File: src/rtl/core_pkg.sv
// core_pkg: shared fetch constants and the fetch FSM state type.
package core_pkg;
    localparam logic [31:0] NOP_INSTR_C    = 32'h0000_0013;
    localparam logic [31:0] EBREAK_INSTR_C = 32'h0010_0073;
    localparam logic [31:0] RESET_PC_C     = 32'h0000_0000;
    typedef enum logic [1:0] {BOOT, RUN, HALT} fetch_state_t;
endpackage

File: src/rtl/pc_reg.sv
// pc_reg: program counter with next-PC selection (redirect > advance > hold).
module pc_reg
    import core_pkg::*;
#(
    parameter logic [31:0] RESET_PC = RESET_PC_C
) (
    input  logic        clk_i,
    input  logic        rst_i,
    input  logic        advance_i,
    input  logic        redirect_i,
    input  logic [31:0] redirect_pc_i,
    output logic [31:0] pc_o
);
    logic [31:0] pc_next;
    always_comb
        pc_next = redirect_i ? {redirect_pc_i[31:2], 2'b00} : advance_i ? pc_o + 32'd4 : pc_o;
    always_ff @(posedge clk_i)
        pc_o <= !rst_i ? RESET_PC : pc_next;
endmodule

File: src/rtl/fetch_stage.sv
// fetch_stage: instruction fetch with IF/ID register and BOOT/RUN/HALT control.
module fetch_stage
    import core_pkg::*;
#(
    parameter logic [31:0] RESET_PC  = RESET_PC_C,
    parameter logic [31:0] NOP_INSTR = NOP_INSTR_C
) (
    input  logic        clk_i,
    input  logic        rst_i,
    output logic [31:0] imem_addr_o,
    input  logic [31:0] imem_data_i,
    input  logic        stall_i,
    input  logic        redirect_i,
    input  logic [31:0] redirect_pc_i,
    output logic [31:0] if_id_instr_o,
    output logic [31:0] if_id_pc_o,
    output logic [31:0] if_id_pc4_o,
    output logic        if_id_valid_o,
    output logic        halted_o
);
    fetch_state_t state, state_next;
    logic redir, advance, bubble;
    always_comb begin
        redir      = redirect_i && state != BOOT;
        advance    = state == RUN && !redirect_i && !stall_i;
        bubble     = state != RUN || redirect_i;
        state_next = state == BOOT ? RUN :
                     redir ? RUN :
                     (advance && imem_data_i == EBREAK_INSTR_C) ? HALT : state;
    end
    pc_reg #(.RESET_PC(RESET_PC)) u_pc_reg (
        .clk_i        (clk_i),
        .rst_i        (rst_i),
        .advance_i    (advance),
        .redirect_i   (redir),
        .redirect_pc_i(redirect_pc_i),
        .pc_o         (imem_addr_o)
    );
    always_ff @(posedge clk_i) begin
        if (!rst_i) begin
            state         <= BOOT;
            if_id_instr_o <= NOP_INSTR;
            if_id_pc_o    <= 32'd0;
            if_id_pc4_o   <= 32'd4;
            if_id_valid_o <= 1'b0;
        end else begin
            state <= state_next;
            if (bubble) begin
                if_id_instr_o <= NOP_INSTR;
                if_id_pc_o    <= 32'd0;
                if_id_pc4_o   <= 32'd4;
                if_id_valid_o <= 1'b0;
            end else if (!stall_i) begin
                if_id_instr_o <= imem_data_i;
                if_id_pc_o    <= imem_addr_o;
                if_id_pc4_o   <= imem_addr_o + 32'd4;
                if_id_valid_o <= 1'b1;
            end
        end
    end
    assign halted_o = state == HALT;
endmodule

File: config.mk
export PLATFORM = sky130hd
export DESIGN_NAME = fetch_stage
export DESIGN_NICKNAME = d
export VERILOG_FILES = /design/src/rtl/core_pkg.sv /design/src/rtl/pc_reg.sv /design/src/rtl/fetch_stage.sv
export SDC_FILE = /design/constraint.sdc
export NUM_CORES = 1
export LEC_CHECK = 0
export ABC_CLOCK_PERIOD_IN_PS = 1800
export CAP_MARGIN = 20
export CORE_ASPECT_RATIO = 1.25
export CORE_MARGIN = 3
export CORE_UTILIZATION = 35
export CTS_CLUSTER_DIAMETER = 30
export DETAILED_ROUTE_END_ITERATION = 16
export MAX_ROUTING_LAYER = met4
export PLACE_DENSITY = 0.7
export SLEW_MARGIN = 20
export SYNTH_ARGS = -nofsm -noshare
export SYNTH_HDL_FRONTEND = slang
export SYNTH_SLANG_ARGS = --single-unit
File: constraint.sdc
create_clock -name clk_i -period 1.8 [get_ports clk_i]
set_clock_uncertainty 0.1 [all_clocks]
set_input_delay 0.36 -clock clk_i [delete_from_list [all_inputs] [get_ports clk_i]]
set_output_delay 0.36 -clock clk_i [all_outputs]
set_load 0.05 [all_outputs]
==> qor.yml <==
outcome: "finished with violations"
violations: "setup timing"
slew_headroom: 0.648
p_leak_nw: 3.85
synth_edf_count: 0
final.period_utilization: 1.00
seq_area_um2: 2580
rr_worst_depth: 4
p_switching_w: 0.00210
path_class: "flip-flop to flip-flop"
htreeDepth: 4
drive_above_1_share: 0.355
ys_top_cells_by_count: "125 x dfxtp_1, 96 x nor2_1, 65 x mux2i_1"
peakVddDrop_mv: 0.481
stdcell_area_um2: 9060
root_buffer: "clkbuf_16"
p_total_w: 0.00763
rows: 51
yosysTopAreaCellShare: 0.447
syn_area_um2: 5600
worstHoldPathType: "flip-flop to flip-flop"
cp_cell_sequence: "or4b_4 -> buf_12 -> or3_1 -> a311oi_1"
ys_seq_elements: 125
cpPeakStageDelay_ns: 0.52
setup_viol: 1
drc_errors: 0
synth.most_common_cell: "dfxtp_1"
hold_depth: 1
seqPwrFrac: 0.383
fp.dieH_um: 147
yosys-top-cells-area: "dfxtp_1 45%, mux2i_1 12%, nor2_1 6.4%, a21oi_1 3.6%, o21ai_0 3.3%"
p_int_w: 0.00553
worstMarginPinSlew_ns: 0.528
nNetsFinal: 946
place_inst: 1062
ant_nets: 0
avgSynthCellArea_um2: 8.89
globalplace.congestion: 0.874
dieArea_um2: 17600
wl_um: 18600
synth.distinct_cells: 53
hold_viol: 0
fillCellCount: 1393
cap_viol_max_count: 0
ff2ff_setup_slack_ns: -0.005
clk_pin_slew_ns: 0.05
antenna_found_initial: 0
combPwrFrac: 0.174
grt_pass1_vias: 5600
dr.first_iter.drc_count: 265
start_kind: "flip-flop"
synthFlopType: "dfxtp_1"
cp_top_family: "simple AND/OR/NAND/NOR gates"
post_dp_cell_area_um2: 8240
ioPinCount: 198
post-dp-hpwl_um: 13400
multi_input_area_um2: 3070
period_minus_slack_ns: 1.81
worst_ep_required_time_ns: 2.02
cts_buffers: 17
p_sw_frac: 0.275
p_per_area_nw_per_um2: 842
end_kind: "flip-flop"
finish.utilization: 0.580
rsz0062_at_grt: "yes"
vias: 5555
wl_per_cell_um: 16.9
hold_end: "if_id_valid_o"
r2r-start: "state[1]"
clk-insertion-delay-late_ns: 0.42
arrival_ns: 2.02
core_area_um2: 15600
instances_no_fill: 1102
crit_slowest_cell: "or4b_4"
start_util: 0.358
rr_endpoint: "u_pc_reg.pc_o[6]"
async_flop_share: 0
overflow: 0
crit_buf_inv: 1
vias_per_cell: 5.04
grt_pass1_wl_um: 29300
drt-pass1-iter-count: 4
die_w_um: 119
yosysSeqAreaShare: 0.447
crit_fanout: 10
grt_usage: 0.216
synthCells: 630
diodes: 0
synth-warning-count: 0
ctsLongestPathBuffers: 2
clkSinkCount: 125
cts_tree: "done"
max_freq_ghz: 0.554
cp-startpoint: "state[1]"
hold_start: "if_id_valid_o"
layout_setup_ws_ns: -0.00504
grt_max_degree: 75
syn_to_final_growth_pct: 61.9
synth_top_area_cell: "dfxtp_1"
io_buffers: 189
slew_violations: 0
p_clk_frac: 0.443
-- power by group through the flow --
stage                     combinational (W)  sequential (W)  clock (W)
after floorplan                    0.000461         0.00326          0
after global placement              0.00129         0.00297          0
after detailed placement            0.00130         0.00298          0
after CTS                           0.00131         0.00292    0.00345
after global routing                0.00141         0.00293    0.00356
final                               0.00133         0.00292    0.00338
-- final cells by class --
class / count / area share
Multi-Input combinational cell: 445 / 0.339
Sequential cell: 125 / 0.285
Inverter: 6 / 0.00249
Clock buffer: 22 / 0.0559
Tap cell: 212 / 0.0293
Clock inverter: 10 / 0.00911
Timing Repair Buffer: 282 / 0.280
-- repair_timing --
action	4_1_cts	5_1_grt
pin swaps	9	10
setup endpoints to repair	23	33
gates resized for setup	9	34
hold buffers	0	0
setup buffers	3	5
-- worst max-delay path by stage --
| stage | endpoint | slack, ns | cells after the start |
|---|---|---|---|
| after floorplan | state[0] | -0.20 | 7 |
| after CTS | u_pc_reg.pc_o[14] | -0.06 | 6 |
| after global routing | u_pc_reg.pc_o[24] | -0.07 | 6 |
| final | u_pc_reg.pc_o[6] | -0.005 | 4 |
| after detailed placement | u_pc_reg.pc_o[9] | -0.65 | 7 |
| after global placement | u_pc_reg.pc_o[10] | -0.59 | 7 |
-- metal layers --
metal	track usage	wire length, um	vias to the layer above
li1	-	-	2703
met3	0.0463	954	26
met4	0.0806	399	0
met2	0.360	9160	173
met1	0.257	8070	2653
met5	-	0	-
-- registers in the layout (all words and copies together), names as in the netlist --
signal         count
if_id_pc4_o       30
if_id_valid_o      1
if_id_pc_o        30
state              2
if_id_instr_o     32
u_pc_reg.pc_o     30
-- placed cells by master, fill, tap and decap left out, types with 6 or more instances in the layout --
cell | netlist | layout
buf_4 | 6 | 191
dfxtp_1 | 125 | 98
nor2_1 | 96 | 94
mux2i_1 | 65 | 65
clkdlybuf4s50_1 | 0 | 63
a21oi_1 | 40 | 40
nand2_1 | 38 | 37
o21ai_0 | 37 | 30
clkbuf_16 | 0 | 19
buf_12 | 0 | 18
dfxtp_4 | 0 | 18
xnor2_1 | 18 | 17
nand4_1 | 14 | 14
xor2_1 | 14 | 14
nand3_1 | 17 | 13
a22oi_1 | 12 | 12
o21ai_1 | 4 | 9
buf_6 | 1 | 9
dfxtp_2 | 0 | 9
and2_1 | 7 | 7
a31oi_1 | 7 | 7
inv_1 | 6 | 6
nor4_4 | 2 | 6
conb_1 | 1 | 6
clkinv_2 | 0 | 6
-- kinds of logic (layout without fill, tap and decap cells) --
logic type / Yosys count / count (layout) / share of synthesized area
and+or+nand+nor: 221 / 221 / 0.206
other: 1 / 6 / 0.000670
muxes: 65 / 65 / 0.116
buffers and inverters: 65 / 320 / 0.0518
DFF: 125 / 125 / 0.447
AOI/OAI and AO/OA: 120 / 120 / 0.126
adders and majority gates: 1 / 1 / 0.00223
xor gates and xnor gates: 32 / 32 / 0.0501
-- stage by stage --
step	worst slack [ns]	setup TNS [ns]	hold WS, ns
2_1_floorplan	-0.197	-1.13	0.368
3_3_place_gp	-0.587	-19.85	0.338
3_5_place_dp	-0.646	-23.18	0.342
4_1_cts	-0.0635	-0.197	0.355
5_1_grt	-0.0669	-0.587	0.377
6_report	-0.00504	-0.00504	0.352
(Power assumes the default switching activity.)
